--- config.mk ---
export PLATFORM = sky130hd
export DESIGN_NAME = result_reader
export DESIGN_NICKNAME = d
export VERILOG_FILES = /design/src/rtl/result_reader.sv
export SDC_FILE = /design/constraint.sdc
export NUM_CORES = 1
export LEC_CHECK = 0
export ABC_CLOCK_PERIOD_IN_PS = 4200
export CELL_PAD_IN_SITES_DETAIL_PLACEMENT = 1
export CELL_PAD_IN_SITES_GLOBAL_PLACEMENT = 1
export CORE_AREA = 2 2 615 617
export CTS_CLUSTER_SIZE = 25
export DETAILED_ROUTE_END_ITERATION = 10
export DIE_AREA = 0 0 617 619
export GPL_ROUTABILITY_DRIVEN = 0
export GPL_TIMING_DRIVEN = 0
export PLACE_DENSITY = 0.35
export SYNTH_ARGS = -nofsm -noshare
export SYNTH_HDL_FRONTEND = slang
export SYNTH_SLANG_ARGS = --single-unit
--- constraint.sdc ---
create_clock -name clk -period 4.2 [get_ports clk]
set_clock_uncertainty 0.05 [all_clocks]
set_input_delay 1.26 -clock clk [delete_from_list [all_inputs] [get_ports clk]]
set_output_delay 1.26 -clock clk [all_outputs]
set_load 0.1 [all_outputs]
--- src/rtl/result_reader.sv ---
// Drains result SRAM sets a, b, c row by row into a 32-bit stream.
// Each row is buffered once, then emitted as ARRAY_SIZE/2 words.
module result_reader #(
  parameter int ARRAY_SIZE        = 32,
  parameter int OUTPUT_DATA_WIDTH = 16
) (
  input  logic                                    clk,
  input  logic                                    srstn,
  input  logic                                    drain_start,
  input  logic [6:0]                              num_rows,
  output logic [5:0]                              sram_raddr_a,
  output logic [5:0]                              sram_raddr_b,
  output logic [5:0]                              sram_raddr_c,
  input  logic [ARRAY_SIZE*OUTPUT_DATA_WIDTH-1:0] sram_rdata_a,
  input  logic [ARRAY_SIZE*OUTPUT_DATA_WIDTH-1:0] sram_rdata_b,
  input  logic [ARRAY_SIZE*OUTPUT_DATA_WIDTH-1:0] sram_rdata_c,
  output logic                                    m_valid,
  input  logic                                    m_ready,
  output logic [31:0]                             m_data,
  output logic                                    m_last,
  output logic                                    drain_busy,
  output logic                                    drain_done
);

  localparam int RW    = ARRAY_SIZE * OUTPUT_DATA_WIDTH;
  localparam int WORDS = ARRAY_SIZE / 2;
  localparam int WW    = (WORDS > 1) ? $clog2(WORDS) : 1;

  typedef enum logic [2:0] {
    S_IDLE,
    S_RD,
    S_LATCH,
    S_SEND,
    S_DONE
  } state_e;

  state_e          state_q, state_d;
  logic [5:0]      row_q, row_d;
  logic [6:0]      nrows_q, nrows_d;
  logic [1:0]      set_q, set_d;
  logic [WW-1:0]   word_q, word_d;
  logic [RW-1:0]   buf_q, buf_d;
  logic [RW-1:0]   rdata_sel;
  logic            last_word;
  logic            last_row;

  assign last_word = (word_q == WW'(WORDS - 1));
  assign last_row  = ({1'b0, row_q} == (nrows_q - 7'd1));

  always_comb begin
    rdata_sel = sram_rdata_c;
    unique case (set_q)
      2'd0:    rdata_sel = sram_rdata_a;
      2'd1:    rdata_sel = sram_rdata_b;
      default: rdata_sel = sram_rdata_c;
    endcase
  end

  always_comb begin
    state_d = state_q;
    row_d   = row_q;
    nrows_d = nrows_q;
    set_d   = set_q;
    word_d  = word_q;
    buf_d   = buf_q;
    unique case (state_q)
      S_IDLE: begin
        row_d = '0;
        if (drain_start) begin
          nrows_d = (num_rows > 7'd64) ? 7'd64 : num_rows;
          set_d   = '0;
          word_d  = '0;
          state_d = (num_rows == 7'd0) ? S_DONE : S_RD;
        end
      end
      S_RD: state_d = S_LATCH;
      S_LATCH: begin
        buf_d   = rdata_sel;
        word_d  = '0;
        state_d = S_SEND;
      end
      S_SEND: begin
        if (m_ready) begin
          if (!last_word) begin
            word_d = word_q + WW'(1);
          end else begin
            word_d = '0;
            if (!last_row) begin
              row_d   = row_q + 6'd1;
              state_d = S_RD;
            end else if (set_q != 2'd2) begin
              row_d   = '0;
              set_d   = set_q + 2'd1;
              state_d = S_RD;
            end else begin
              state_d = S_DONE;
            end
          end
        end
      end
      S_DONE: begin
        row_d   = '0;
        state_d = S_IDLE;
      end
      default: state_d = S_IDLE;
    endcase
  end

  always_ff @(posedge clk or negedge srstn) begin
    if (!srstn) begin
      state_q <= S_IDLE;
      row_q   <= '0;
      nrows_q <= '0;
      set_q   <= '0;
      word_q  <= '0;
      buf_q   <= '0;
    end else begin
      state_q <= state_d;
      row_q   <= row_d;
      nrows_q <= nrows_d;
      set_q   <= set_d;
      word_q  <= word_d;
      buf_q   <= buf_d;
    end
  end

  assign sram_raddr_a = row_q;
  assign sram_raddr_b = row_q;
  assign sram_raddr_c = row_q;

  // Data is gated so the bus reads zero outside SEND.
  assign m_valid    = (state_q == S_SEND);
  assign m_data     = m_valid ? buf_q[32*int'(word_q) +: 32] : 32'd0;
  assign m_last     = m_valid && (set_q == 2'd2) && last_row && last_word;
  assign drain_busy = (state_q != S_IDLE);
  assign drain_done = (state_q == S_DONE);

endmodule

==> results.json, run 1 <==
{
  "globalRouteTotalUtil_pct": 20.13,
  "pin_count_of_the_biggest_net_entering_global_routing": 98,
  "postSynth.asyncResetShare_pct": 100.0,
  "detailed_router_iteration_count_before_antenna_repair": 5,
  "core_area_mm2": 0.3747,
  "postSynthNetCount": 4815,
  "syn2layout_area_growth_pct": 87.88,
  "synth_edf_count": 0,
  "synth_area_leaders": "dfrtp_1 44%, a22oi_1 13%, mux4_2 12%, a31oi_1 11%, nand2_1 6.6%",
  "post_drt_via_cell_ratio": 3.754,
  "detail_route.drc_violations": 0,
  "unrepaired_setup_endpoints_after_global_routing": "yes",
  "report.final.hold_viol_count": 0,
  "dpl-instance-area_mm2": 0.05309,
  "route.detailed.wl_per_inst_um": 39.42,
  "tritoncts_clock_tree": "yes",
  "antenna_violations_before_repair": 242,
  "first_pass_grt_wire_length_um": 487700,
  "final_core_utilization_pct": 15.26,
  "placement.io_buffers": 1600,
  "commonest_cells_after_routing_fill_and_taps_aside": "1,563 x clkdlybuf4s50_1, 534 x nand2_1, 531 x dfrtp_1",
  "clock.fmax_ghz": 0.2105,
  "syn_inst": 3262,
  "hpwl_um": 354600,
  "startpoint_to_endpoint_class_of_the_critical_path": "flip-flop to output pin",
  "min_delay_path_class": "input pin to async pin",
  "relSlewSlack_pct": 12.50,
  "swShare_pct": 47.13,
  "synth.cell_area_mm2": 0.03044,
  "power_per_unit_of_standard_cell_area_mw_per_mm2": 682.2,
  "clock_sinks": 534,
  "period_share_pct": 113.1,
  "cts.path.max_buffers": 4,
  "worst_setup_hold_path_clk_slew_ps": 50,
  "timing.final.setup_violations": 33,
  "route.vias.total": 37980,
  "synth_seq_cells": 534,
  "die_area_mm2": 0.3819,
  "number_of_buffers_created_by_cts": 85,
  "worst_skew_pair.late_latency_ps": 770,
  "yosysSeqAreaShare_pct": 43.90,
  "synth_top_cell_area_share_pct": 43.90,
  "power.ir.vdd_worst_v": 0.0007143,
  "final_nets": 6541,
  "clock_power_share_pct": 19.3,
  "cap_viol_max_count": 0,
  "whs_ps": 254.6,
  "ys_dominant_reg_cell": "dfrtp_1",
  "outcome": "finished, violations left",
  "remaining_overflow_grt": 0,
  "arrival_worst_endpoint_ps": 3440,
  "htreeDepth": 3,
  "std_cell_rows": 225,
  "avgSynthCellArea_um2": 9.332,
  "grt_pass1_vias": 39951,
  "number_of_warnings_printed_during_yosys_synthesis": 0,
  "fin_crit_ps": 4751,
  "ys_types": 44,
  "tightest_slew_ps": 1313,
  "cell_internal_pwr_mw": 20.63,
  "die_h_um": 619,
  "switching_power_mw": 18.39,
  "finalWorstSetupSlack_ps": -551.2,
  "layout-drive-gt1-share_pct": 11.20,
  "critical_path.startpoint_type": "flip-flop",
  "cell_type_contributing_the_most_total_cell_area_after_synthesis": "dfrtp_1",
  "boundaryPins": 1601,
  "violations_in_the_final_reports": "negative setup slack",
  "layout.cells.most_common": "clkdlybuf4s50_1",
  "p_leak_nw": 20.80,
  "clock-root-buffer": "clkbuf_16",
  "cp_max_fo": 5,
  "combPwrFrac_pct": 54.7,
  "die_width_um": 617,
  "detail_route.iter0.violations": 3127,
  "drtAntennaViolNets": 0,
  "fill_cell_instance_count_of_the_final_layout": 43540,
  "initial_core_util_pct": 8.124,
  "final_max_slew_viol_count": 0,
  "routed_wl_um": 398800,
  "ctsHoldBuffers": 0,
  "critPathRequiredTime_ps": 2890,
  "end_kind": "output pin",
  "seq_power_share_pct": 26.0,
  "final_cell_area_mm2": 0.05719
}
## area by class of cell
cell class                      instances  area [µm²]  share of cell area, %
Buffer                                338        1762                  3.080
Inverter                               12       47.55                0.08313
Clock buffer                          125        2510                  4.388
Clock inverter                         20       290.3                 0.5075
Antenna cell                           76       190.2                 0.3325
Timing Repair Buffer                 1643       17120                  29.94
Sequential cell                       534       13370                  23.37
Multi-Input combinational cell       2374       15650                  27.37
Tap cell                             4994        6248                  10.92
## logic make-up (layout without fill, tap and decap cells)
kind of cell,Yosys count,after routing,synth area share [%]
buf+inv,354,2138,5.187
flops,534,534,43.90
xor+xnor,6,6,0.1726
simple gates,1134,1134,14.57
fa+ha+maj,6,6,0.2466
compound gates,1067,1067,24.06
other cells,0,76,0
mux,161,161,11.87
## cells in the mapped netlist, types with 7 or more instances
cell type	instances
a21oi_1	9
a22oi_1	513
a31oi_1	513
and2_1	33
buf_1	18
buf_2	89
buf_4	13
buf_6	12
clkbuf_1	210
dfrtp_1	534
inv_1	12
mux4_2	160
nand2_1	534
nand2b_1	7
nand3_1	10
nor2_1	525
nor3_1	7
o21ai_0	17
## worst max-delay path, stage by stage, from the launching register on
cell and delay [ps]:
dfrtp_1 380, clkbuf_16 180, buf_6 110, buf_16 130
buf_12 140, clkbuf_16 170, mux4_2 660, mux4_2 500
and2_4 180, buf_12 150
## registers in the layout (all words and copies together) (netlist names)
| register | cells |
|---|---|
| state_q | 3 |
| nrows_q | 7 |
| set_q | 2 |
| buf_q | 512 |
| sram_raddr_a | 6 |
| word_q | 4 |
## routing by layer
metal  track usage (%)  vias up  routed length, µm
met5                 0        -                539
met4             4.441       82               9712
met3             3.543      476              20660
met2             36.94     1677             206000
met1             24.22    19973             161900
li1                  -    15772                  -
## path summary, 6_finish.rpt
path	start	to	slack [ps]	cells past startpoint
min in group clk	buf_q[340]$_DFFE_PN0P_	buf_q[340]$_DFFE_PN0P_	500	2
min reg2reg	buf_q[340]$_DFFE_PN0P_	buf_q[340]$_DFFE_PN0P_	500	2
max in group asynchronous	srstn	buf_q[362]$_DFFE_PN0P_	1760	4
max reg2reg	set_q[0]$_DFFE_PN0P_	buf_q[147]$_DFFE_PN0P_	270	10
min	srstn	buf_q[93]$_DFFE_PN0P_	250	1
max	word_q[0]$_DFFE_PN0P_	m_data[13]	-550	9
## stage by stage
step           std cells  setup slack [ps]  power, mW  setup TNS (ps)
2_1_floorplan       3262             74.71      18.73               0
3_3_place_gp        9856            -26950      30.09               -
3_5_place_dp        9871             -2127      30.27          -71080
4_1_cts            10037            -753.1      39.96          -22440
5_1_grt            10068            -688.4      40.87          -21010
6_report           10116            -551.2      39.02          -16150
## power groups by stage
stage	logic (mW)	registers, mW	clock network [mW]
2_1_floorplan	9.98	8.75	0
5_1_grt	22.6	10.4	7.90
4_1_cts	22.1	10.1	7.77
3_3_place_gp	19.9	10.2	0
6_report	21.4	10.1	7.52
3_5_place_dp	20.1	10.2	0
## timing repair
| item | in CTS | in global routing |
|---|---|---|
| pin swaps | 5 | 1 |
| buffers inserted | 19 | 4 |
| gates resized for setup | 424 | 30 |
| endpoints found under the hold margin | 0 | 0 |
| gates cloned | 5 | 2 |
| endpoints found under the setup margin | 97 | 33 |
Note: power is estimated with default switching activity, not from simulation.
==> run 2, diff against run 1 <==
- CTS_CLUSTER_SIZE: 25 -> 12
- SKIP_CTS_REPAIR_TIMING: not set -> 1
==> results.json, run 2 (synthesized netlist as in run 1, its figures left out) <==
{
  "worst_setup_hold_path_clk_slew_ps": 50,
  "tightest_slew_ps": 1387,
  "finalNonFillerCells": 10104,
  "cap_viol_max_count": 0,
  "power.ir.vdd_worst_v": 0.0007992,
  "detail_route.drc_violations": 0,
  "final_cell_area_mm2": 0.05677,
  "min_delay_path_class": "input pin to async pin",
  "commonest_cells_after_routing_fill_and_taps_aside": "1,563 x clkdlybuf4s50_1, 534 x nand2_1, 532 x dfrtp_1",
  "combPwrFrac_pct": 53.8,
  "cell_internal_pwr_mw": 19.87,
  "pin_count_of_the_biggest_net_entering_global_routing": 98,
  "remaining_overflow_grt": 0,
  "tritoncts_clock_tree": "yes",
  "initial_core_util_pct": 8.124,
  "cp_top_family": "multiplexers",
  "switching_power_mw": 18.23,
  "die_h_um": 619,
  "route.detailed.wl_per_inst_um": 39.39,
  "number_of_buffers_created_by_cts": 85,
  "clock-root-buffer": "clkbuf_16",
  "crit_path_cell_trace": "buf_12 -> buf_16 -> buf_16 -> mux4_2 -> mux4_2 -> and2_4 -> buf_12",
  "cp_max_fo": 6,
  "antenna_violations_before_repair": 249,
  "routed_wl_um": 398000,
  "violations_in_the_final_reports": "negative setup slack",
  "worst_path_max_delay_cell": "mux4_2",
  "cts.path.max_buffers": 4,
  "timing.reg2reg.worst_path_depth": 8,
  "unrepaired_setup_endpoints_after_global_routing": "yes",
  "swShare_pct": 47.85,
  "critical_path.startpoint_type": "flip-flop",
  "finalWorstSetupSlack_ps": -600.4,
  "place.detailed.instances": 9871,
  "setup.reg_to_reg.worst_slack_ps": 140,
  "arrival_worst_endpoint_ps": 3490,
  "core_area_mm2": 0.3747,
  "post_drt_via_cell_ratio": 3.744,
  "fin_crit_ps": 4800,
  "std_cell_rows": 225,
  "startpoint_to_endpoint_class_of_the_critical_path": "flip-flop to output pin",
  "dpl-instance-area_mm2": 0.05309,
  "detail_route.iter0.violations": 3052,
  "clock_sinks": 534,
  "route.vias.total": 37832,
  "outcome": "finished, violations left",
  "placement.io_buffers": 1600,
  "layout-drive-gt1-share_pct": 10.70,
  "grt_pass1_vias": 39758,
  "power_per_unit_of_standard_cell_area_mw_per_mm2": 671.1,
  "layout.cells.most_common": "clkdlybuf4s50_1",
  "htreeDepth": 3,
  "period_share_pct": 114.3,
  "crit_cells": 7,
  "die_area_mm2": 0.3819,
  "hpwl_um": 354600,
  "critPathRequiredTime_ps": 2890,
  "worst_r2r_endpoint": "buf_q[425]$_DFFE_PN0P_",
  "final_max_slew_viol_count": 0,
  "end_kind": "output pin",
  "boundaryPins": 1601,
  "timing.final.setup_violations": 33,
  "final_nets": 6530,
  "post-place-ws_ps": -2127,
  "clock_power_share_pct": 19.7,
  "registers.top_by_ff_count": "buf_q",
  "p_leak_nw": 20.59,
  "largest_register_ffs": 512,
  "drtAntennaViolNets": 0,
  "relSlewSlack_pct": 7.543,
  "seq_power_share_pct": 26.5,
  "globalRouteTotalUtil_pct": 20.04,
  "clock.fmax_ghz": 0.2083,
  "detailed_router_iteration_count_before_antenna_repair": 5,
  "worst_skew_pair.late_latency_ps": 770,
  "syn2layout_area_growth_pct": 86.50,
  "report.final.hold_viol_count": 0,
  "first_pass_grt_wire_length_um": 485500,
  "critPathMaxStageDelay_ps": 760,
  "die_width_um": 617,
  "path_buf_inv": 4,
  "worstReg2RegStart": "set_q[1]$_DFFE_PN0P_"
}
==> run 2: cell types whose count changed in the layout (fill, tap and decap cells not counted), moves of 7 or more <==
cell and change:
a22oi_1 -7, and2_1 +13, buf_12 -20, buf_6 +7, and2_4 -13, a22oi_2 +7
==> run 2: worst register-to-register path, cell delays in order (launching register included) <==
cell and delay (ps):
dfrtp_1 400, inv_1 110, ha_1 150, clkbuf_2 390
buf_12 240, clkbuf_2 740, clkbuf_1 1100, a22oi_1 450
a31oi_1 310
==> run 2: per-layer routing <==
| layer | vias to the layer above | GRT usage, % | part of all wire, % |
|---|---|---|---|
| met2 | 1674 | 36.58 | 51 |
| li1 | 15758 | - | - |
| met3 | 476 | 3.411 | 5.1 |
| met4 | 84 | 4.906 | 2.6 |
| met1 | 19840 | 24.16 | 41 |
| met5 | - | 0 | 0.13 |
==> run 2: how the worst max path moves through the flow <==
stage,start,to,slack [ps]
after floorplan,state_q[0]$_DFFE_PN0P_,m_data[22],70
after global placement,srstn,buf_q[295]$_DFFE_PN0P_,-26950
after detailed placement,word_q[1]$_DFFE_PN0P_,m_data[19],-2130
after CTS,word_q[1]$_DFFE_PN0P_,m_data[19],-3020
after global routing,word_q[0]$_DFFE_PN0P_,m_data[30],-750
final,word_q[0]$_DFFE_PN0P_,m_data[9],-600
==> run 2: power by group through the flow <==
stage / Combinational [mW] / Clock, mW / Sequential (mW)
2_1_floorplan: 9.98 / 0 / 8.75
5_1_grt: 21.7 / 7.88 / 10.3
4_1_cts: 20.1 / 7.74 / 10.1
6_report: 20.5 / 7.50 / 10.1
3_3_place_gp: 19.9 / 0 / 10.2
3_5_place_dp: 20.1 / 0 / 10.2
==> run 2: per-stage QoR <==
stage,hold WS [ps],power [mW],utilization [%],TNS [ps]
4_1_cts,150.7,37.98,14.91,-104850
6_report,248.5,38.10,15.15,-16610
3_3_place_gp,472.2,30.09,14.07,-
2_1_floorplan,416.1,18.73,-,0
3_5_place_dp,489.4,30.27,14.17,-71080
5_1_grt,191.4,39.94,15.12,-21660
==> run 2: cell type report <==
| class | count | area [µm²] |
|---|---|---|
| plain buffers | 341 | 1763 |
| clock buffers | 127 | 2537 |
| flip-flops and latches | 534 | 13370 |
| fillers | 43601 | 317900 |
| clock inverters | 19 | 260.3 |
| inverters | 12 | 45.04 |
| diodes | 74 | 185.2 |
| well taps | 4994 | 6248 |
| repair buffers | 1629 | 16740 |
| multi-input cells | 2374 | 15630 |
